File: src/rtl/s5s_dpr_pkg.sv
// Shared types and constants for the s5s DPR responder.
package s5s_dpr_pkg;

  localparam int unsigned LAT_W = 4;

  typedef enum logic [1:0] {
    CmdNop   = 2'd0,
    CmdRd    = 2'd1,
    CmdWr    = 2'd2,
    CmdFlush = 2'd3
  } t_dpr_cmd;

  typedef enum logic {
    StIdle = 1'b0,
    StBusy = 1'b1
  } t_resp_state;

  // Counter load value: a latency of N cycles counts N-1 down to zero.
  function automatic logic [LAT_W-1:0] lat_load(input int unsigned lat);
    return LAT_W'(lat - 1);
  endfunction

endpackage

File: src/rtl/s5s_dpr_lat_cnt.sv
// Load/decrement/hold down-counter with a zero flag, used for response latency.
module s5s_dpr_lat_cnt
  import s5s_dpr_pkg::*;
(
  input  logic             i_clk,
  input  logic             i_rst,
  input  logic             i_load,
  input  logic [LAT_W-1:0] i_load_val,
  input  logic             i_dec,
  output logic             o_zero
);

  logic [LAT_W-1:0] r_cnt;

  always_ff @(posedge i_clk) begin
    if (i_rst) begin
      r_cnt <= '0;
    end else if (i_load) begin
      r_cnt <= i_load_val;
    end else if (i_dec && (r_cnt != '0)) begin
      r_cnt <= r_cnt - LAT_W'(1);
    end
  end

  assign o_zero = (r_cnt == '0);

endmodule

File: src/rtl/s5s_dpr_resp.sv
// s5s DPR responder: req/rdy handshake with per-command latency, counters and sticky err.
// Optional S5S_DPR_RESP_STALL_EN adds an i_stall input that freezes the countdown.
module s5s_dpr_resp
  import s5s_dpr_pkg::*;
#(
  parameter int unsigned LAT_NOP   = 1,
  parameter int unsigned LAT_RD    = 4,
  parameter int unsigned LAT_WR    = 2,
  parameter int unsigned LAT_FLUSH = 8,
  parameter int unsigned CNT_W     = 8
) (
  input  logic             i_clk,
  input  logic             i_rst,
`ifdef S5S_DPR_RESP_STALL_EN
  input  logic             i_stall,
`endif
  input  logic             i_req,
  input  logic [1:0]       i_cmd,
  output logic             o_rdy,
  output logic             o_busy,
  output logic [1:0]       o_cur_cmd,
  output logic             o_err,
  output logic [CNT_W-1:0] o_cnt_rd,
  output logic [CNT_W-1:0] o_cnt_wr
);

  t_resp_state      r_state, w_state_nxt;
  t_dpr_cmd         r_cur_cmd;
  logic             r_rdy, r_busy, r_err;
  logic [CNT_W-1:0] r_cnt_rd, r_cnt_wr;
  logic             w_stall, w_accept, w_done, w_dec, w_lat_zero;
  logic [LAT_W-1:0] w_load_val;

`ifdef S5S_DPR_RESP_STALL_EN
  assign w_stall = i_stall;
`else
  assign w_stall = 1'b0;
`endif

  always_ff @(posedge i_clk) begin
    if (i_rst) begin
      r_state <= StIdle;
    end else begin
      r_state <= w_state_nxt;
    end
  end

  always_comb begin
    w_state_nxt = r_state;
    w_accept    = 1'b0;
    w_done      = 1'b0;
    w_dec       = 1'b0;
    unique case (r_state)
      StIdle: begin
        if (i_req) begin
          w_accept    = 1'b1;
          w_state_nxt = StBusy;
        end
      end
      StBusy: begin
        if (!w_stall) begin
          if (w_lat_zero) begin
            w_done      = 1'b1;
            w_state_nxt = StIdle;
          end else begin
            w_dec = 1'b1;
          end
        end
      end
      default: w_state_nxt = StIdle;
    endcase
  end

  always_comb begin
    w_load_val = '0;
    case (t_dpr_cmd'(i_cmd))
      CmdNop:   w_load_val = lat_load(LAT_NOP);
      CmdRd:    w_load_val = lat_load(LAT_RD);
      CmdWr:    w_load_val = lat_load(LAT_WR);
      CmdFlush: w_load_val = lat_load(LAT_FLUSH);
      default:  w_load_val = '0;
    endcase
  end

  s5s_dpr_lat_cnt u_lat_cnt (
    .i_clk      (i_clk),
    .i_rst      (i_rst),
    .i_load     (w_accept),
    .i_load_val (w_load_val),
    .i_dec      (w_dec),
    .o_zero     (w_lat_zero)
  );

  always_ff @(posedge i_clk) begin
    if (i_rst) begin
      r_cur_cmd <= CmdNop;
      r_rdy     <= 1'b0;
      r_busy    <= 1'b0;
      r_err     <= 1'b0;
      r_cnt_rd  <= '0;
      r_cnt_wr  <= '0;
    end else begin
      r_rdy  <= w_done;
      // Lags the state by one cycle so it covers the rdy cycle but not the accept cycle.
      r_busy <= (r_state == StBusy);
      if (w_accept) begin
        r_cur_cmd <= t_dpr_cmd'(i_cmd);
      end
      if (i_req && (r_state == StBusy)) begin
        r_err <= 1'b1;
      end
      if (w_done && (r_cur_cmd == CmdRd) && (r_cnt_rd != '1)) begin
        r_cnt_rd <= r_cnt_rd + CNT_W'(1);
      end
      if (w_done && (r_cur_cmd == CmdWr) && (r_cnt_wr != '1)) begin
        r_cnt_wr <= r_cnt_wr + CNT_W'(1);
      end
    end
  end

  assign o_rdy     = r_rdy;
  assign o_busy    = r_busy;
  assign o_cur_cmd = r_cur_cmd;
  assign o_err     = r_err;
  assign o_cnt_rd  = r_cnt_rd;
  assign o_cnt_wr  = r_cnt_wr;

endmodule
File: config.mk
export PLATFORM = sky130hd
export DESIGN_NAME = s5s_dpr_resp
export DESIGN_NICKNAME = d
export VERILOG_FILES = /design/src/rtl/s5s_dpr_pkg.sv /design/src/rtl/s5s_dpr_lat_cnt.sv /design/src/rtl/s5s_dpr_resp.sv
export SDC_FILE = /design/constraint.sdc
export NUM_CORES = 1
export LEC_CHECK = 0
export CAP_MARGIN = 25
export CELL_PAD_IN_SITES_DETAIL_PLACEMENT = 0
export CELL_PAD_IN_SITES_GLOBAL_PLACEMENT = 1
export CORE_MARGIN = 8
export CORE_UTILIZATION = 41
export DETAILED_ROUTE_END_ITERATION = 8
export PLACE_DENSITY_LB_ADDON = 0.1
export SLEW_MARGIN = 0
export SYNTH_ARGS = -nofsm -noshare
export SYNTH_HDL_FRONTEND = slang
export SYNTH_HIERARCHICAL = 1
export SYNTH_SLANG_ARGS = --single-unit
File: constraint.sdc
create_clock -name i_clk -period 3.9 [get_ports i_clk]
set_clock_uncertainty 0.1 [all_clocks]
set_input_delay 0.585 -clock i_clk [delete_from_list [all_inputs] [get_ports i_clk]]
set_output_delay 0.585 -clock i_clk [all_outputs]
set_load 0.05 [all_outputs]
==> results of run 1 <==
## where the power goes
group	total [mW]	internal, mW	switching (mW)
Combinational	0.0789	0.0316	0.0473
Sequential	0.284	0.275	0.00919
Clock	0.184	0.104	0.0799
## synth_stat cells, types with 2 or more instances
cell	n	area share, %
dfxtp_1	26	40
nor2_1	26	7.6
nand2_1	7	2.0
nand3_1	6	2.3
xor2_1	6	4.1
inv_1	5	1.5
mux2i_1	5	3.9
a211oi_1	4	2.3
nor2b_1	4	1.9
a21oi_1	3	1.2
a311oi_1	3	2.0
and4_1	3	2.0
clkbuf_1	3	0.88
ha_1	3	2.9
nor3_1	3	1.2
o211ai_1	3	1.8
a31oi_1	2	0.97
and3_1	2	0.97
and4b_1	2	1.6
nand4b_1	2	1.4
nor4_2	2	1.9
o21bai_1	2	1.2
xnor2_1	2	1.4
## per-stage QoR
| stage | utilization [%] | setup WS, ns |
|---|---|---|
| 2_1_floorplan | - | 1.735 |
| 3_3_place_gp | 52.02 | 1.457 |
| 3_5_place_dp | 52.02 | 1.395 |
| 4_1_cts | 53.76 | 1.373 |
| 5_1_grt | 54.26 | 1.236 |
| 6_report | 54.26 | 1.408 |
## tightest hold or removal path: cells and delay by family (launching register included)
family             cells  cell delay (ns)
AOI/OAI and AO/OA      1             0.04
DFF                    1             0.36
and+or+nand+nor        1             0.08
## flip-flops by register name, summed over array words and instances, names as in the netlist
register / cells
o_cnt_rd: 8
o_cnt_wr: 8
o_rdy: 1
o_busy: 1
o_err: 1
o_cur_cmd: 2
r_state: 1
u_lat_cnt/r_cnt: 4
## layer usage
metal  vias up  wire length (µm)
met5         -                 0
met4         0                25
met3         4               223
met2        29              1214
met1       494              1293
li1        555                 -
## final timing paths
check	slack, ns	from	depth (start not counted)	endpoint
min reg2reg	0.40	o_err$_SDFFE_PP0P_	2	o_err$_SDFFE_PP0P_
max reg2reg	1.41	u_lat_cnt/r_cnt[0]$_SDFFE_PP0P_	8	u_lat_cnt/r_cnt[3]$_SDFFE_PP0P_
min	0.40	o_err$_SDFFE_PP0P_	2	o_err$_SDFFE_PP0P_
max	1.41	u_lat_cnt/r_cnt[0]$_SDFFE_PP0P_	8	u_lat_cnt/r_cnt[3]$_SDFFE_PP0P_
## cells by family (layout without fill, tap and decap cells)
kind of cell	Yosys count	count (layout)	synth area share, %
other	1	1	0.2915
flip-flops	26	26	40.47
XOR/XNOR	8	8	5.448
AND/OR/NAND/NOR	64	64	28.89
AO/OA/AOI/OAI	24	24	15.37
adder cells (fa/ha/maj)	3	3	2.919
multiplexers	5	5	3.891
buffers and inverters	9	35	2.723
## layout make-up
cell class / instances / share of cell area (%)
clock inverters: 1 / 1.828
multi-input cells: 105 / 44.48
well taps: 44 / 3.351
flip-flops and latches: 26 / 31.68
repair buffers: 26 / 16.15
inverters: 5 / 1.142
clock buffers: 3 / 1.371
==> impl_metrics.toml, run 1 <==
[run_status]
status = "complete, no violations"

[final_layout]
layout_common_cells = "26 x nor2_1, 26 x dfxtp_1, 25 x clkdlybuf4s50_1"
syn2layout_area_growth_pct = 27.72
seq_area_um2 = 520.5
finish.instance_area_um2 = 1643
nets = 175
multi_input_area_um2 = 730.7
layout-drive-gt1-share_pct = 7.229
diodes = 0
fin_cells = 210
fill_cells = 298

[yosys]
synth.ff_latch_count = 26
async_flop_share_pct = 0
yosysSeqAreaShare_pct = 40.47
syn_area_um2 = 1286
synth_cells = 140
syn_nets = 148
syn_area_per_cell_um2 = 9.187
synth_warnings = 6
synth-main-ff-cell = "dfxtp_1"
synth_edf_count = 0
ys_types = 39

[clock_network]
root_buffer = "clkbuf_4"
cts_buffer_depth = 2
clock_latency_ns = 0.32
post_cts_buffers = 0
numClockSinks = 26
cts_tree = "yes"
postCtsResizedCells = 0
cts_buffers = 3
htreeDepth = 1
cts.clk_slew.worst_paths_ns = 0.15
cts_hold_buf = 0

[drt]
drt-initial-drc-count = 71
drtPass1Iterations = 4
viasPerCell = 5.152
vias = 1082
drc = 0
wirelength_um = 2757
post_drt_wl_per_cell_um = 13.13
antenna_left = 0

[global_route]
met1_usage_pct = 12.51
grt_pass1_vias = 1023
met2_usage_pct = 17.51
overflow = 0
antenna_found_initial = 0
grt_pass1_wl_um = 4602
grt_max_degree = 29
track_usage_pct = 10.68
grt.met3_usage_pct = 3.994
gr-max-usage-layer = "met2"

[critical_path]
critPathArrivalTime_ns = 2.60
cp_max_fo = 8
required_ns = 4.01
cp_common_cell = "inv_1"
worst-path-buf-inv = 2
criticalPathCategory = "reg -> reg"
path_delay_family = "simple AND/OR/NAND/NOR gates"
max_stage_delay_ns = 0.52
start_kind = "flop"
slowest_stage = "nor2b_1"
cp_cell_sequence = "inv_1, ha_1, or3b_4, inv_1, nor2b_1, nor4b_2, mux2i_1, a211oi_1"
end_kind = "flop"

[floorplanning]
die_area_um2 = 5185
row_count = 20
io_pins = 26
die_h_um = 72.01
core_um2 = 3028
die_width_um = 72.01
initial_utilization_pct = 42.48

[timing]
rsz0062_at_grt = "false"
post-route-period-util_pct = 63.90
period_minus_slack_ns = 2.492
tightestPinTransition_ns = 0.6234
slew_headroom_pct = 58.36
fmax_mhz = 401.3
tns_ns = 0
holdWs_ns = 0.4002
setup_viol = 0
hold_violations = 0
slew_viol_final = 0

[power_and_ir_drop]
finalPower_mw = 0.5465
vdd_drop_max_mv = 0.1652
leakagePower_nw = 0.6094
power_density_nw_per_um2 = 332.7

[place]
placed_area_um2 = 1575
place_congestion = 0.7489
dp.cells = 205
port_buffers = 25
dp_hpwl_um = 1999

[run]
max_cap_violations = 0

[worst_hold_path]
worstHoldPathType = "reg -> reg"
Power figures use the tool's default switching activity.
==> run 2: changes to the inputs <==
Settings changed: CORE_UTILIZATION 41 to 38.
Clock period 3.9 ns to 2.5 ns, I/O delays scaled along.
==> impl_metrics.toml, run 2 (synthesis results as in run 1) <==
[drt]
drc = 0
wirelength_um = 2844
route.met3.wl_um = 194
antenna_left = 0
vias = 1085
viasPerCell = 5.094
drtPass1Iterations = 4
drt-initial-drc-count = 29
post_drt_wl_per_cell_um = 13.35
route.met2.wl_um = 1353
met1_length_um = 1258
top_layer_used = "met4"

[floorplanning]
io_pins = 26
initial_utilization_pct = 39.16
die_h_um = 74.18
core_um2 = 3284
die_area_um2 = 5503
row_count = 21
die_width_um = 74.18

[global_route]
overflow = 0
track_usage_pct = 11.40
grt_pass1_vias = 1076
antenna_found_initial = 0
grt_max_degree = 16
grt_pass1_wl_um = 4919

[timing]
slew_viol_final = 0
post-route-period-util_pct = 90.93
fmax_mhz = 439.9
tns_ns = 0
setup_viol = 0
slew_headroom_pct = 62.99
period_minus_slack_ns = 2.273
rsz0062_at_grt = "false"
tightestPinTransition_ns = 0.5534
hold_violations = 0

[clock_network]
cts_buffer_depth = 2
cts_buffers = 3
cts_tree = "yes"
root_buffer = "clkbuf_4"
clock_latency_ns = 0.33
cts_hold_buf = 0
numClockSinks = 26
post_cts_buffers = 0
htreeDepth = 1
postCtsResizedCells = 0
cts.clk_slew.worst_paths_ns = 0.15

[power_and_ir_drop]
power_density_nw_per_um2 = 524.2
finalPower_mw = 0.8625
vdd_drop_max_mv = 0.1944
leakagePower_nw = 0.6121

[final_layout]
nets = 176
layout_common_cells = "26 x nor2_1, 26 x dfxtp_1, 25 x clkdlybuf4s50_1"
fill_cells = 332
layout-drive-gt1-share_pct = 7.784
diodes = 0
finish.instance_area_um2 = 1645
fin_cells = 213
syn2layout_area_growth_pct = 27.92
final_util_pct = 50.10

[critical_path]
cp-endpoint = "o_cnt_wr[7]$_SDFFE_PP0P_"
r2r-end = "o_cnt_wr[7]$_SDFFE_PP0P_"
cp_max_fo = 6
crit_start = "u_lat_cnt/r_cnt[1]$_SDFFE_PP0P_"
critPathArrivalTime_ns = 2.43
end_kind = "flop"
worstReg2RegStart = "u_lat_cnt/r_cnt[1]$_SDFFE_PP0P_"
r2r_setup_slack_ns = 0.23
rr_worst_depth = 8
criticalPathCategory = "reg -> reg"
required_ns = 2.65
start_kind = "flop"

[place]
dp_hpwl_um = 2133
port_buffers = 25
placed_area_um2 = 1593
dp.cells = 209
place_congestion = 0.7398

[worst_hold_path]
worstHoldPathType = "reg -> reg"

[run]
max_cap_violations = 0

[run_status]
status = "complete, no violations"
==> run 2: changes by cell type in the layout (fill, tap and decap cells not counted) <==
| cell | delta |
|---|---|
| buf_4 | +2 |
| buf_8 | -1 |
==> run 2: how the worst min path moves through the flow <==
stage                             startpoint                         endpoint  slack, ns  cells past startpoint
after floorplan                        i_rst  u_lat_cnt/r_cnt[0]$_SDFFE_PP0P_       0.35                      1
after global placement    o_err$_SDFFE_PP0P_               o_err$_SDFFE_PP0P_       0.35                      2
after detailed placement  o_err$_SDFFE_PP0P_               o_err$_SDFFE_PP0P_       0.37                      2
after CTS                 o_err$_SDFFE_PP0P_               o_err$_SDFFE_PP0P_       0.40                      2
after global routing      o_err$_SDFFE_PP0P_               o_err$_SDFFE_PP0P_       0.46                      2
final                     o_err$_SDFFE_PP0P_               o_err$_SDFFE_PP0P_       0.39                      2
==> run 2: critical path, stage by stage (launching register included) <==
cell	delay [ns]
dfxtp_1	0.35
inv_1	0.11
ha_1	0.22
or3b_4	0.43
inv_1	0.19
nand4b_4	0.17
nor2_1	0.26
a21oi_1	0.10
a311oi_1	0.26
==> run 2: stage by stage <==
stage	hold slack [ns]	setup slack [ns]
finish	0.3930	0.2267
global route	0.4566	0.04984
CTS	0.4028	0.2353
detailed placement	0.3670	0.2599
global placement	0.3509	0.3273
floorplan	0.3471	0.3348
==> run 2: final cells by class <==
cell class | instances | area (µm²) | share of cell area (%)
repair buffers | 27 | 265.3 | 16.12
well taps | 46 | 57.56 | 3.498
flip-flops and latches | 26 | 520.5 | 31.63
clock inverters | 1 | 30.03 | 1.825
clock buffers | 3 | 22.52 | 1.369
multi-input cells | 105 | 730.7 | 44.41
inverters | 5 | 18.77 | 1.141
==> run 2: routing by layer <==
metal | vias to the layer above | global-route usage, %
met5 | - | 0
met4 | 0 | 5.322
met3 | 4 | 4.043
met2 | 20 | 18.36
met1 | 504 | 13.14
li1 | 557 | -
==> run 2: where the power goes <==
group,internal [mW],switching [mW]
clock,0.162,0.134
sequential,0.428,0.0151
combinational,0.0498,0.0726
total,0.641,0.222
